### src/rtl/reg_bank_pkg.sv
// Shared constants for the forwarding register bank: operand-source encodings
// and the hardwired-zero register index.
package reg_bank_pkg;

  localparam logic [1:0] FWD_RF = 2'b00;
  localparam logic [1:0] FWD_EX = 2'b01;
  localparam logic [1:0] FWD_DM = 2'b10;
  localparam logic [1:0] FWD_WB = 2'b11;

  localparam int REG_ZERO = 0;

endpackage

### src/rtl/reg_scoreboard.sv
// Busy-bit scoreboard: one pending-write flag per register, updated on each edge.
// When a register is set and cleared in the same cycle, the set wins (new producer).
module reg_scoreboard
  import reg_bank_pkg::*;
#(
  parameter int NUM_REGS = 32,
  parameter int ADDR_W   = $clog2(NUM_REGS)
) (
  input  logic                clk,
  input  logic                reset,
  input  logic                set_en_i,
  input  logic [ADDR_W-1:0]   set_addr_i,
  input  logic                clr_en_i,
  input  logic [ADDR_W-1:0]   clr_addr_i,
  output logic [NUM_REGS-1:0] busy_o
);

  localparam logic [ADDR_W-1:0] ZERO_ADDR = ADDR_W'(REG_ZERO);

  logic [NUM_REGS-1:0] busy_q;
  logic [NUM_REGS-1:0] busy_d;

  always_comb begin
    busy_d = busy_q;
    if (clr_en_i && (clr_addr_i != ZERO_ADDR)) busy_d[clr_addr_i] = 1'b0;
    if (set_en_i && (set_addr_i != ZERO_ADDR)) busy_d[set_addr_i] = 1'b1;
  end

  always_ff @(posedge clk or negedge reset) begin
    if (!reset) busy_q <= '0;
    else        busy_q <= busy_d;
  end

  assign busy_o = busy_q;

endmodule

### src/rtl/register_bank_fwd.sv
// ID-stage register file with per-port EX/DM/WB forwarding, write-first bypass and
// busy-bit stall; operands registered (1-cycle latency), held while stall is high.
module register_bank_fwd
  import reg_bank_pkg::*;
#(
  parameter int DATA_W   = 8,
  parameter int NUM_REGS = 32,
  parameter int ADDR_W   = $clog2(NUM_REGS),
  parameter int NUM_RD   = 2
) (
  input  logic                     clk,
  input  logic                     reset,
  input  logic [NUM_RD*ADDR_W-1:0] rd_addr,
  input  logic [NUM_RD*2-1:0]      fwd_sel,
  input  logic [DATA_W-1:0]        ans_ex,
  input  logic [DATA_W-1:0]        mux_ans_dm,
  input  logic [DATA_W-1:0]        ans_wb,
  input  logic [DATA_W-1:0]        imm,
  input  logic                     imm_sel,
  input  logic                     wr_en,
  input  logic [ADDR_W-1:0]        wr_addr,
  input  logic [DATA_W-1:0]        wr_data,
  input  logic                     issue_valid,
  input  logic                     issue_wen,
  input  logic [ADDR_W-1:0]        issue_dst,
  output logic                     stall,
  output logic [NUM_RD*DATA_W-1:0] rd_data
);

  localparam logic [ADDR_W-1:0] ZERO_ADDR = ADDR_W'(REG_ZERO);

  logic [DATA_W-1:0]        regs_q [NUM_REGS];
  logic [NUM_RD*DATA_W-1:0] rd_data_q;
  logic [NUM_RD*DATA_W-1:0] rd_data_d;
  logic [NUM_REGS-1:0]      busy;
  logic [NUM_RD-1:0]        hazard;
  logic                     sb_set;

  always_ff @(posedge clk or negedge reset) begin
    if (!reset) begin
      for (int i = 0; i < NUM_REGS; i++) regs_q[i] <= '0;
    end else if (wr_en && (wr_addr != ZERO_ADDR)) begin
      regs_q[wr_addr] <= wr_data;
    end
  end

  for (genvar k = 0; k < NUM_RD; k++) begin : g_port
    localparam logic LAST = (k == NUM_RD - 1);
    logic [ADDR_W-1:0] addr;
    logic [1:0]        sel;
    logic              wr_hit;
    logic              use_imm;
    logic [DATA_W-1:0] rf_val;
    logic [DATA_W-1:0] fwd_val;

    assign addr    = rd_addr[k*ADDR_W +: ADDR_W];
    assign sel     = fwd_sel[k*2 +: 2];
    assign wr_hit  = wr_en && (wr_addr == addr);
    assign use_imm = LAST && imm_sel;
    assign rf_val  = (wr_hit && (wr_addr != ZERO_ADDR)) ? wr_data : regs_q[addr];

    always_comb begin
      case (sel)
        FWD_EX:  fwd_val = ans_ex;
        FWD_DM:  fwd_val = mux_ans_dm;
        FWD_WB:  fwd_val = ans_wb;
        default: fwd_val = rf_val;
      endcase
    end

    assign rd_data_d[k*DATA_W +: DATA_W] = use_imm ? imm : fwd_val;
    // A same-cycle write to the source resolves the hazard through the bypass.
    assign hazard[k] = busy[addr] && (sel == FWD_RF) && !use_imm && !wr_hit;
  end

  assign stall  = reset && issue_valid && (|hazard);
  assign sb_set = issue_valid && issue_wen && !stall;

  reg_scoreboard #(
    .NUM_REGS (NUM_REGS),
    .ADDR_W   (ADDR_W)
  ) u_scoreboard (
    .clk        (clk),
    .reset      (reset),
    .set_en_i   (sb_set),
    .set_addr_i (issue_dst),
    .clr_en_i   (wr_en),
    .clr_addr_i (wr_addr),
    .busy_o     (busy)
  );

  always_ff @(posedge clk or negedge reset) begin
    if (!reset)      rd_data_q <= '0;
    else if (!stall) rd_data_q <= rd_data_d;
  end

  assign rd_data = rd_data_q;

endmodule

### config.mk
export PLATFORM = sky130hd
export DESIGN_NAME = register_bank_fwd
export DESIGN_NICKNAME = d
export VERILOG_FILES = /design/src/rtl/reg_bank_pkg.sv /design/src/rtl/reg_scoreboard.sv /design/src/rtl/register_bank_fwd.sv
export SDC_FILE = /design/constraint.sdc
export NUM_CORES = 1
export LEC_CHECK = 0
export ABC_AREA = 0
export BUFFER_PORTS_ARGS = -buffer_cell sky130_fd_sc_hd__buf_2
export CAP_MARGIN = 30
export CORE_UTILIZATION = 44
export DETAILED_ROUTE_END_ITERATION = 10
export PLACE_DENSITY = 0.61
export SETUP_SLACK_MARGIN = 0.1
export SKIP_CTS_REPAIR_TIMING = 1
export SLEW_MARGIN = 20
export SYNTH_ARGS = -nofsm -noshare
export SYNTH_HDL_FRONTEND = slang
export SYNTH_SLANG_ARGS = --single-unit
### constraint.sdc
create_clock -name clk -period 4.3 [get_ports clk]
set_input_delay 0.43 -clock clk [delete_from_list [all_inputs] [get_ports clk]]
set_output_delay 0.43 -clock clk [all_outputs]
set_load 0.1 [all_outputs]
After elaboration in Yosys (flattened, before gate mapping)
Cells that the tools add are included.
{"block": "word_totals", "output_inout_bits": 17, "elab_cells": 109, "inputBits": 70, "ff_bits": 304}
{"block": "op_classes", "reduce_logical": 27, "muxes": 24, "n_lt_le_gt_ge": 10, "eq_ne": 8, "bitwise_logic": 6}
{"op": "256-bit bitwise mux", "n": 1}
{"op": "8-bit binary-select mux with 5-bit select", "n": 2}
{"op": "32-bit two-way mux", "n": 2}
{"op": "8-bit two-way mux", "n": 8}
{"op": "8-bit one-hot mux with 3 select lines", "n": 2}
{"op": "8-bit demux with 5-bit select", "n": 1}
{"op": "32-bit bitwise AND", "n": 1}
{"op": "32-bit inverter", "n": 1}
{"op": "32-bit bitwise OR", "n": 1}
{"op": "5-bit by 6-bit < comparator with 1-bit output (second input constant)", "n": 4}
{"op": "6-bit greater-or-equal comparator (second input constant)", "n": 3}
{"op": "1-bit logical AND", "n": 18}
{"op": "5-bit inverter with 6-bit output", "n": 3}
{"op": "1-bit binary-select mux with 5-bit select", "n": 2}
{"op": "1-bit demux with 5-bit select", "n": 2}
{"op": "5-bit equality test", "n": 2}
{"op": "5-bit by 1-bit greater-or-equal comparator with 1-bit output (second input constant)", "n": 2}
{"op": "5-bit nonzero test", "n": 2}
{"op": "2-bit equality test (second input constant)", "n": 4}
{"op": "6-bit by 1-bit < comparator with 1-bit output (second input constant)", "n": 1}
{"op": "2-bit by 1-bit equality test with 1-bit output (second input constant)", "n": 2}
{"op": "1-bit logical NOT", "n": 4}
{"op": "2-bit logical NOT", "n": 2}
{"op": "1-bit two-way mux", "n": 4}
{"op": "2-bit OR reduction", "n": 1}

Logic depth before layout (Yosys ltp)
Gate-level depths: netlist of run 1.
{"block": "depth", "word_depth": 11, "ltp_mapped": 10, "ltp_nobuf": 6}

Cells and area by module
Synthesis of run 1 repeated with hierarchy kept, for this count alone.
{"block": "hier_totals", "hier_cells": 1317, "area_unflattened_um2": 17041.3}
{"module": "register_bank_fwd", "n_inst": 1, "cells_each": 1193, "area_per_inst_um2": 15737.6, "seq_area_each_um2": 6806.5}
{"module": "reg_scoreboard", "n_inst": 1, "cells_each": 124, "area_per_inst_um2": 1303.8, "seq_area_each_um2": 800.8}

Worst setup path before layout of run 1
Ideal clock, no wire load.
{"block": "synth_path", "path_kind": "input port to output port", "startpoint": "input port rd_addr[8]", "endpoint": "output port stall", "n_path_buf": 3, "stages": 8, "required_ns": 3.870, "path_slack_ns": 1.659, "t_arrival_ns": 2.211, "path_cell_list": "clkbuf_1 -> xor2_1 -> nor4_1 -> a311oi_1 -> o211ai_1 -> o22ai_2 -> buf_6 -> buf_2"}
{"block": "synth_between", "elab_chain_len": 7, "elab_cells_between_ends": 10, "cone_classes": "1 x eq/ne; 2 x mux; 7 x reduce/logical"}
{"item": "start, declared", "line_no": "register_bank_fwd.sv:13", "text": "input logic [NUM_RD*ADDR_W-1:0] rd_addr,"}
{"item": "1-bit binary-select mux with 5-bit select", "line_no": "register_bank_fwd.sv:73", "text": "assign hazard[k] = busy[addr] && (sel == FWD_RF) && !use_imm && !wr_hit;"}
{"item": "1-bit two-way mux (implied by the code)", "line_no": "register_bank_fwd.sv:73"}
{"item": "1-bit logical AND (2 in series)", "line_no": "register_bank_fwd.sv:73"}
{"item": "1-bit logical AND *", "line_no": "register_bank_fwd.sv:73"}
{"item": "2-bit OR reduction *", "line_no": "register_bank_fwd.sv:76", "text": "assign stall = reset && issue_valid && (|hazard);"}
{"item": "1-bit logical AND *", "line_no": "register_bank_fwd.sv:76"}
{"item": "end, declared", "line_no": "register_bank_fwd.sv:26", "text": "output logic stall,"}
Every way passes the cells marked *; elsewhere a longest branch is shown, timed or not. The select of a mux whose other input is x is not followed.

Worst setup path in the final report of run 1
{"block": "layout_path", "startpoint": "input port reset", "endpoint": "output port stall"}
{"block": "layout_between", "elab_chain_len": 2}
{"item": "start, declared", "line_no": "register_bank_fwd.sv:12", "text": "input logic reset,"}
{"item": "1-bit logical AND (2 in series)", "line_no": "register_bank_fwd.sv:76"}
Every way passes these cells.

==> results.md, run 1 <==
- Crit path setup slack, layout: 0.8597 ns
- Final Cell Area: 19240 sq um
- Max-slew violations: 0
- Async SR Flop Fraction: 100.0%
- Vias: 12.79k
- Placement Cell Area: 17960 sq um
- Deepest clock path buffer count: 3
- Gate power share: 21.6%
- Switching share of power: 29.60%
- Yosys Warn Count: 0
- Post-synth EDFFs: 0
- Peak VDD IR: 0.2190 mV
- CP Data Required Time: 3.87 ns
- Syn_nets: 1487
- Share of post-route cells with drive strength above 1: 35.49%
- First-pass GRT wire length: 81690 um
- Dpl cells: 1917
- Final-layout fill cell count: 3405
- Internal cell power: 6319 uW
- Most used DFF post-synth: dfrtp_1
- CTS tree: yes
- First-pass iteration count of the detailed router: 7
- Final Skew: 0.01770 ns
- Number of global-route vias before repair: 12.31k
- DR vias/cell: 6.452
- Clock sink count: 304
- Slew headroom: 36.11%
- Detailed Route WL: 54370 um
- Register share of total power: 42.3%
- Status: finished, final reports clean
- Yosys cell types: 61
- Max_cap viols: 0
- Die ar.: 39870 sq um
- Worst-margin pin slew: 0.9548 ns
- Final-report setup violation count: 0
- Final Critical Period: 3.440 ns
- I/O pin cnt: 87
- Largest net degree at the start of global routing: 66
- Multi-input gate area: 8972 sq um
- Area Overhead vs Synth: 11.89%
- Nets: 1509
- Clock power share: 36.1%
- Antenna cells: 0
- # rows: 72
- Most frequent cells in the layout: dfrtp_1 (304), mux2_2 (224), nand2_1 (139), mux4_2 (112), o21ai_0 (112)
- F_max: 0.2907 GHz
- Crit share post-route: 80.01%
- Place WS: 1.051 ns
- Worst Setup End Kind: primary output
- Core area: 38560 sq um
- Placer Congestion: 0.9689
- Wirelength per Cell: 27.42 um
- Fin Setup TNS: 0 ns
- PortBufs: 86
- RSZ-0062 raised after global routing: false
- PwrDens: 466.6 nW/um^2
- Leak: 0.008188 uW
- DRC Markers: 0
- Initial Util: 44.60%
- Hpwl dp: 37410 um
- Yosys reg bits: 304
- Antenna Nets Post-Route: 0
- CP max FO: 60
- Die Width: 199.7 um
- Reg clk slew, reported paths: 0.06 ns
- GR Overflow Total: 0
- Initial antenna violation count: 2
- Die H: 199.7 um
- Min-delay worst type: in -> reg
- Worst Setup Path Type: in -> out
- Avg Cell Area, Syn: 12.13 sq um
- GRT Util Overall: 27.99%
- Hold Vio Cnt, Final: 0
- H-tree levels: 2
- Critical Path Source Type: input pin
- Commonest non-fill, non-tap cell in the layout: dfrtp_1
- Clock Tree Root: clkbuf_16
- DR iter-0 viols: 1190
- Slowest CP cell: dlygate4sd3_1
- Mapped Cells: 1417
- Worst hold slack: 0.2599 ns
- CP arrival: 3.01 ns
- Register area share after synthesis: 44.24%
- Mapped cell area: 17200 sq um
- Clock Latency Late Sink: 0.55 ns
- Net switching power figure: 2657 uW
- Register area: 7607 sq um
- CTS Buf Count: 35
- CP max stage delay: 0.56 ns
- Non-Filler Instances: 1983
- CP cell instances: dlygate4sd3_1 -> buf_8 -> nand3_1 -> a311oi_1 -> o211ai_1 -> o22ai_4 -> buf_2
[critical path: cells and delay by family]
| family | cells | cell delay [ns] |
|---|---|---|
| AO/OA/AOI/OAI | 3 | 0.93 |
| buffers and inverters | 3 | 1.49 |
| AND/OR/NAND/NOR | 1 | 0.12 |
[cell families (layout without fill, tap and decap cells)]
kind of cell,Yosys count,after routing,synth area share [%]
XOR/XNOR,10,10,0.5094
AO/OA/AOI/OAI,261,261,10.04
multiplexers,396,396,33.02
AND/OR/NAND/NOR,309,309,8.564
buffers and inverters,137,185,3.624
flip-flops,304,304,44.24
[power groups by stage]
stage / clock network [uW] / registers (uW) / logic, uW
4_1_cts: 3280 / 3780 / 1930
3_3_place_gp: 0 / 3800 / 1890
3_5_place_dp: 0 / 3830 / 1920
6_report: 3240 / 3800 / 1940
5_1_grt: 3400 / 3860 / 2060
2_1_floorplan: 0 / 3800 / 1270
[area by class of cell]
type                            count  share of cell area, %
Inverter                            9                 0.1756
Multi-Input combinational cell    976                  46.63
Tap cell                          518                  3.369
Clock buffer                       49                  5.404
Sequential cell                   304                  39.54
Timing Repair Buffer              113                  3.772
Clock inverter                     14                  1.106
[through the flow]
stage	power [uW]	utilization, %
floorplan	5070	-
global placement	5691	46.50
detailed placement	5751	46.59
CTS	8992	49.83
global route	9318	49.90
finish	8977	49.90
[layer usage]
metal / wire length [um] / global-route usage [%] / vias up
met5: 0 / 0 / -
li1: - / - / 5412
met1: 23240 / 39.26 / 6611
met2: 24860 / 43.83 / 651
met3: 4075 / 3.882 / 120
met4: 2190 / 11.20 / 0
[Yosys cell counts (12+ instances only)]
master      n  area, sq um
dfrtp_1   304         7607
mux2_2    224         2522
nand2_1   139        521.8
mux4_2    112         2522
o21ai_0   112        560.5
clkbuf_1   80        300.3
mux2i_1    58        580.6
nor2_1     40        150.1
buf_2      30        150.1
a21oi_1    28        140.1
a22oi_1    25        187.7
nor3_1     21        105.1
nor2b_1    20        125.1
nand3_1    19        95.09
a221oi_1   12        105.1
[flip-flops by register name, summed over array words and instances (netlist names)]
name	cells
regs_q	256
u_scoreboard.busy_o	32
rd_data	16
[worst paths after layout]
kind,start,to,slack [ns],cells after the start
max,reset,stall,0.86,7
min,imm[7],rd_data[15],0.26,3
max reg2reg,u_scoreboard.busy_o[3],u_scoreboard.busy_o[6],1.72,7
min reg2reg,regs_q[249],regs_q[249],0.40,0
max in group asynchronous,reset,regs_q[86],1.95,4
min in group asynchronous,reset,u_scoreboard.busy_o[0],0.43,2
Note: power is estimated with default switching activity, not from simulation.
==> inputs of run 2 (changes only) <==
- ABC_AREA: 0 -> 1
- clock period: 4.3 -> 3.55 ns (I/O delays scaled with it)
==> run 2 against run 1 <==
Net effect:
- register-to-register slack got worse by 0.36 ns
- synthesized area increased by 5.0%
- core utilization decreased by 0.39 points
- global-route usage increased by 3.9 points
- sequential share of layout area shrank 1.2 points
- worst setup slack better by 0.092 ns
- synthesized cell count rose by 90%
- wire length increased by 21%
- sequential cell count did not move
==> results.md, run 2 <==
- Max_cap viols: 0 (unchanged)
- Clock Tree Root: clkbuf_16
- Internal cell power: 6948 uW (+10%)
- Max reg flops: 256 (unchanged)
- Syn_nets: 2757 (+85%)
- Yosys cell types: 26 (-57%)
- Final-layout fill cell count: 4043 (+19%)
- F_max: 0.3849 GHz
- Hold Vio Cnt, Final: 0 (unchanged)
- Dpl cells: 3152 (+64%)
- Peak VDD IR: 0.4216 mV (+93%)
- CP max FO: 31 (-48%)
- DR iter-0 viols: 2505 (+110%)
- Max-slew violations: 0 (unchanged)
- Clock power share: 34.5% (-1.6 points)
- H-tree levels: 2 (unchanged)
- Commonest non-fill, non-tap cell in the layout: nand2_1
- Initial Util: 45.02% (+0.43 points)
- Synth top area share: 42.14% (-2.1 points)
- Die Width: 204.6 um (+2.4%)
- Mapped Cells: 2687 (+90%)
- Antenna Nets Post-Route: 0 (unchanged)
- Switching share of power: 33.41% (+3.8 points)
- Buffers & Inverters on Critical Path: 5 (+2)
- Worst-margin pin slew: 0.8601 ns (-0.09475 ns)
- Die H: 204.6 um (+2.4%)
- Final-report setup violation count: 0 (unchanged)
- Clock sink count: 304 (unchanged)
- Final Critical Period: 2.598 ns
- Final Cell Area: 19850 sq um (+3.2%)
- Min-delay worst type: in -> reg
- Slew headroom: 42.52% (+6.4 points)
- Synth area leader: dfrtp_1
- Async SR Flop Fraction: 100.0% (unchanged)
- Yosys Warn Count: 0 (unchanged)
- CP cell instances: buf_6 -> clkinv_2 -> o22ai_1 -> nor2_1 -> nand3_2 -> nand2_1 -> inv_1 -> nand3_1 -> nand2_1 -> nand2_2 -> inv_2 -> buf_12
- Hpwl dp: 42520 um (+14%)
- Largest net degree at the start of global routing: 113 (+71%)
- CP delay by family, top: buffers and inverters
- Initial antenna violation count: 0 (-2)
- DR vias/cell: 5.749 (-11%)
- CP Data Required Time: 3.19 ns (-0.68 ns)
- Detail Route met2 WL: 28860 um (+16%)
- Register share of total power: 43.7% (+1.4 points)
- Die ar.: 41840 sq um (+4.9%)
- Antenna cells: 0 (unchanged)
- Worst hold slack: 0.08149 ns (-0.1784 ns)
- CTS tree: yes
- Share of post-route cells with drive strength above 1: 8.033% (-27 points)
- Routed length on met1: 28370 um (+22%)
- DRC Markers: 0 (unchanged)
- Leak: 0.009738 uW (+19%)
- First-pass GRT wire length: 102100 um (+25%)
- RSZ-0062 raised after global routing: false
- Most frequent cells in the layout: nand2_1 (1050), nand3_1 (457), dfrtp_1 (304), o21ai_0 (285), inv_1 (143)
- I/O pin cnt: 87 (unchanged)
- Top register by number of flip-flops: regs_q
- Count leader, synth: nand2_1
- Clock Latency Late Sink: 0.57 ns (+0.02 ns)
- Mapped cell area: 18050 sq um (+5.0%)
- Area contributors post-synth: dfrtp_1 (42%), nand2_1 (22%), nand3_1 (13%)
- Register area share after synthesis: 42.14% (-2.1 points)
- Wirelength per Cell: 20.45 um (-25%)
- Worst Setup Path Type: in -> out
- Worst Setup End Kind: primary output
- Most frequent cells after synthesis: nand2_1 (1050), nand3_1 (457), dfrtp_1 (304)
- Gate power share: 21.9% (+0.3 points)
- Final Skew: 0.03328 ns (+0.01557 ns)
- GRT Util Overall: 31.85% (+3.9 points)
- Crit share post-route: 73.18%
- Status: finished, final reports clean
- CTS Buf Count: 36 (+2.9%)
- Deepest clock path buffer count: 3 (unchanged)
- Non-Filler Instances: 3214 (+62%)
- Nets: 2739 (+82%)
- PortBufs: 86 (unchanged)
- Metal3 WL: 6039 um (+48%)
- Final core utilization: 49.51% (-0.39 points)
- CP arrival: 2.24 ns (-0.77 ns)
- Crit-path most repeated cell: nand2_1
- PwrDens: 525.6 nW/um^2 (+13%)
- Reg clk slew, reported paths: 0.05 ns (about the same)
- Top Layer Used: met4
- GR Overflow Total: 0 (unchanged)
- Vias: 18.48k (+44%)
- Net switching power figure: 3485 uW (+31%)
- # rows: 73 (+1.4%)
- Fin Setup TNS: 0 ns (unchanged)
- Placer Congestion: 0.9280 (-4.2%)
- Slowest CP cell: clkinv_2
- Post-synth EDFFs: 0 (unchanged)
- Avg Cell Area, Syn: 6.719 sq um (-45%)
- CP max stage delay: 0.44 ns (-0.12 ns)
- First-pass iteration count of the detailed router: 6 (-1)
- Yosys reg bits: 304 (unchanged)
- Critical Path Source Type: input pin
- Placement Cell Area: 18660 sq um (+3.9%)
- Detailed Route WL: 65710 um (+21%)
- Number of global-route vias before repair: 17.48k (+42%)
- Area Overhead vs Synth: 9.959%
- Most used DFF post-synth: dfrtp_1
- Core area: 40100 sq um (+4.0%)
## run 2: cell count changes after synthesis, moves of 34 or more
cell | before | now
buf_2 | 30 | 71
inv_1 | 9 | 143
mux2_2 | 224 | 0
mux2i_1 | 58 | 0
mux4_2 | 112 | 0
nand2_1 | 139 | 1050
nand3_1 | 19 | 457
nor2_1 | 40 | 112
o211ai_1 | 8 | 42
o21ai_0 | 112 | 285
## run 2: routing by layer
layer	vias up	track usage, %
li1	8670	-
met1	8698	45.18
met2	956	48.06
met3	153	4.900
met4	0	13.59
met5	-	0
## run 2: final cells by class
cell class,instances,area [sq um],share of cell area (%)
clock buffer,51,1047,5.275
clock inverter,7,75.07,0.3782
inverter,160,604.3,3.044
multi-input combinational,2028,8886,44.76
sequential,304,7607,38.32
tap,525,656.9,3.309
timing repair buffer,139,974.7,4.910
## run 2: power by group through the flow
stage          Combinational [uW]  Clock (uW)  Sequential, uW
6_report                     2280        3600            4550
5_1_grt                      2580        3800            4630
4_1_cts                      2250        3680            4540
3_5_place_dp                 2250           0            4580
3_3_place_gp                 2200           0            4570
2_1_floorplan                1480           0            4630
## run 2: logic make-up (layout without fill, tap and decap cells)
logic type / Yosys count / after routing / share of synthesized area, %
and+or+nand+nor: 1642 / 1642 / 37.67
AOI/OAI and AO/OA: 386 / 386 / 11.55
buffers and inverters: 355 / 357 / 8.642
DFF: 304 / 304 / 42.14
## run 2: path summary, 6_finish.rpt
kind | to | slack, ns | start | cells past startpoint
min in group asynchronous | regs_q[49] | 0.34 | reset | 2
hold / removal | rd_data[10] | 0.08 | imm[2] | 5
hold reg to reg | u_scoreboard.busy_o[0] | 0.38 | u_scoreboard.busy_o[0] | 0
max in group asynchronous | rd_data[5] | 2.15 | reset | 3
setup / recovery | stall | 0.95 | rd_addr[0] | 12
setup reg to reg | u_scoreboard.busy_o[12] | 1.36 | u_scoreboard.busy_o[28] | 12
## run 2: tightest hold or removal path: cells and delay by family
kind / cells / cell delay, ns
simple gates: 4 / 0.17
buf+inv: 1 / 0.08
## run 2: through the flow
step	worst slack, ns	total power (uW)
6_report	0.9520	10430
5_1_grt	0.7440	11010
4_1_cts	0.9557	10470
3_5_place_dp	0.8849	6836
3_3_place_gp	0.9197	6773
2_1_floorplan	1.538	6103
==> inputs of run 3 (changes only) <==
- PLACE_DENSITY: 0.61 -> 0.64
- clock period: 3.55 -> 2.1 ns (I/O delays scaled with it)
==> run 3 against run 2 <==
Net effect:
- combinational power up 77%
- global-route usage about the same
- clock skew down 0.016 ns
- first-iteration DRC count down 9.9%
- die area unchanged
- clock power up 79%
- via count up 2.1%
- sequential power up 69%
- the run now ends with negative hold slack, negative setup slack left
- register-to-register slack worse by 1.1 ns
- core utilization up 2.7 points
- power up 74%
- sequential cell count unchanged
==> results.md, run 3 (synthesis gave the netlist of run 2 again) <==
- Clock power share: 35.5% (+1.0 points)
- F_max: 0.4557 GHz
- Worst hold start: imm[7]
- Reg clk slew, reported paths: 0.06 ns (about the same)
- PwrDens: 869.6 nW/um^2 (+65%)
- CP Data Required Time: 1.89 ns (-1.30 ns)
- Final-layout fill cell count: 3907 (-3.4%)
- CP max FO: 6 (-81%)
- Failing checks: negative hold slack, negative setup slack
- Wirelength per Cell: 20.05 um (-1.9%)
- Detail Route met2 WL: 29240 um (+1.3%)
- Non-Filler Instances: 3308 (+2.9%)
- Worst-margin pin slew: 0.8537 ns (-0.006400 ns)
- Vias: 18.87k (+2.1%)
- Share of post-route cells with drive strength above 1: 11.39% (+3.4 points)
- GR Overflow Total: 0 (unchanged)
- Final-report setup violation count: 1 (+1)
- # rows: 73 (unchanged)
- Crit path setup slack, layout: -0.09461 ns (-1.047 ns)
- Critical Path Source Type: flop
- Hold Vio Cnt, Final: 1 (+1)
- Die ar.: 41840 sq um (unchanged)
- Final Critical Period: 2.195 ns
- Worst hold slack: -0.003189 ns (-0.08468 ns)
- Worst reg2reg path startpoint: u_scoreboard.busy_o[28]
- Detailed Route WL: 66320 um (+0.93%)
- Gate power share: 22.2% (+0.3 points)
- First-pass iteration count of the detailed router: 6 (unchanged)
- Place WS: 0.02308 ns (-0.8618 ns)
- CTS Buf Count: 35 (-2.8%)
- Register area: 7607 sq um (unchanged)
- Deepest clock path buffer count: 3 (unchanged)
- Top Layer Used: met4
- Max_cap viols: 0 (unchanged)
- Crit. Startpoint: u_scoreboard.busy_o[28]
- Nets: 2829 (+3.3%)
- I/O pin cnt: 87 (unchanged)
- Hpwl dp: 45050 um (+6.0%)
- CTS tree: yes
- Final Skew: 0.01749 ns (-0.01578 ns)
- Routed length on met1: 28080 um (-1.0%)
- Multi-input gate area: 8931 sq um (+0.51%)
- Status: finished, violations left
- Initial Util: 45.02% (unchanged)
- PortBufs: 86 (unchanged)
- Initial antenna violation count: 0 (unchanged)
- Most frequent cells in the layout: nand2_1 (1049), nand3_1 (450), dfrtp_1 (304), o21ai_0 (285), inv_1 (139)
- H-tree levels: 2 (unchanged)
- DR iter-0 viols: 2257 (-9.9%)
- Leak: 0.01030 uW (+5.8%)
- Worst Setup Path Type: reg -> out
- Switching share of power: 32.97% (-0.43 points)
- Dpl cells: 3236 (+2.7%)
- Clock Tree Root: clkbuf_16
- Clock sink count: 304 (unchanged)
- Die H: 204.6 um (unchanged)
- Antenna Nets Post-Route: 0 (unchanged)
- Register share of total power: 42.3% (-1.4 points)
- Max reg flops: 256 (unchanged)
- Peak VDD IR: 0.7100 mV (+68%)
- Clock Latency Late Sink: 0.57 ns (about the same)
- RSZ-0062 raised after global routing: true
- Die Width: 204.6 um (unchanged)
- Top register by number of flip-flops: regs_q
- Commonest non-fill, non-tap cell in the layout: nand2_1
- Antenna cells: 0 (unchanged)
- Min-delay worst type: in -> reg
- DRC Markers: 0 (unchanged)
- Area Overhead vs Synth: 15.89%
- Crit share post-route: 104.5%
- Placer Congestion: 0.9763 (+5.2%)
- Internal cell power: 12190 uW (+76%)
- Largest net degree at the start of global routing: 81 (-28%)
- Net switching power figure: 5999 uW (+72%)
- Metal3 WL: 6641 um (+10%)
- Max-slew violations: 0 (unchanged)
- First-pass GRT wire length: 102500 um (+0.43%)
- Final core utilization: 52.18% (+2.7 points)
- GRT Util Overall: 31.90% (+0.043 points)
- Worst Setup End Kind: primary output
- Slew headroom: 43.03% (+0.50 points)
- Core area: 40100 sq um (unchanged)
- CP arrival: 1.98 ns (-0.26 ns)
- Number of global-route vias before repair: 17.61k (+0.71%)
- DR vias/cell: 5.704 (-0.79%)
run 3: cell types whose count changed in the layout (fill, tap and decap cells not counted), sizes merged:
cell / change
clkinv: -3
inv: -1
buf: +87
clkbuf: +6
dlygate4sd3: +4
bufinv: +1
run 3: power by group through the flow:
stage	clock (uW)	sequential, uW	combinational, uW
CTS	6560	7660	3980
global route	6760	7810	4540
detailed placement	0	7740	3980
global placement	0	7720	3880
floorplan	0	7820	2500
finish	6450	7700	4040
run 3: final timing paths:
check / to / slack [ns] / depth (start not counted)
worst max-delay path: stall / -0.09 / 10
worst min-delay path: rd_data[15] / -0.003 / 4
worst max register to register: u_scoreboard.busy_o[26] / 0.27 / 12
worst min register to register: u_scoreboard.busy_o[0] / 0.39 / 0
max in group asynchronous: regs_q[33] / 1.26 / 3
min in group asynchronous: regs_q[169] / 0.10 / 2
run 3: critical path, cell delays in order, from the launching register on:
cell      delay [ns]
dfrtp_1         0.40
or2_4           0.24
nand3_2         0.06
nand3_2         0.08
nand3_2         0.07
nand3_2         0.06
nand3_2         0.07
nand2_2         0.07
nand2_4         0.12
clkinv_8        0.08
buf_12          0.16
run 3: per-stage QoR:
stage          total power (uW)  setup TNS [ns]  hold slack (ns)  area, sq um
2_1_floorplan             10320               0         -0.08559        18050
3_3_place_gp              11600        -0.02300          0.08039        19570
3_5_place_dp              11720               0          0.08036        19570
4_1_cts                   18200         -0.3641          -0.5144        20770
5_1_grt                   19110         -0.1881          0.02322        20920
6_report                  18190        -0.09461        -0.003189        20920
run 3: cell type report:
type,instances,area share [%]
tap,525,3.140
clock inverter,4,0.4066
multi-input combinational,2028,42.69
sequential,304,36.36
inverter,160,2.948
timing repair buffer,230,9.108
clock buffer,57,5.352
run 3: metal layers:
metal	vias to the layer above	track usage, %
met5	-	0
met4	0	13.54
met3	143	5.870
met2	1023	47.54
met1	8841	45.17
li1	8861	-
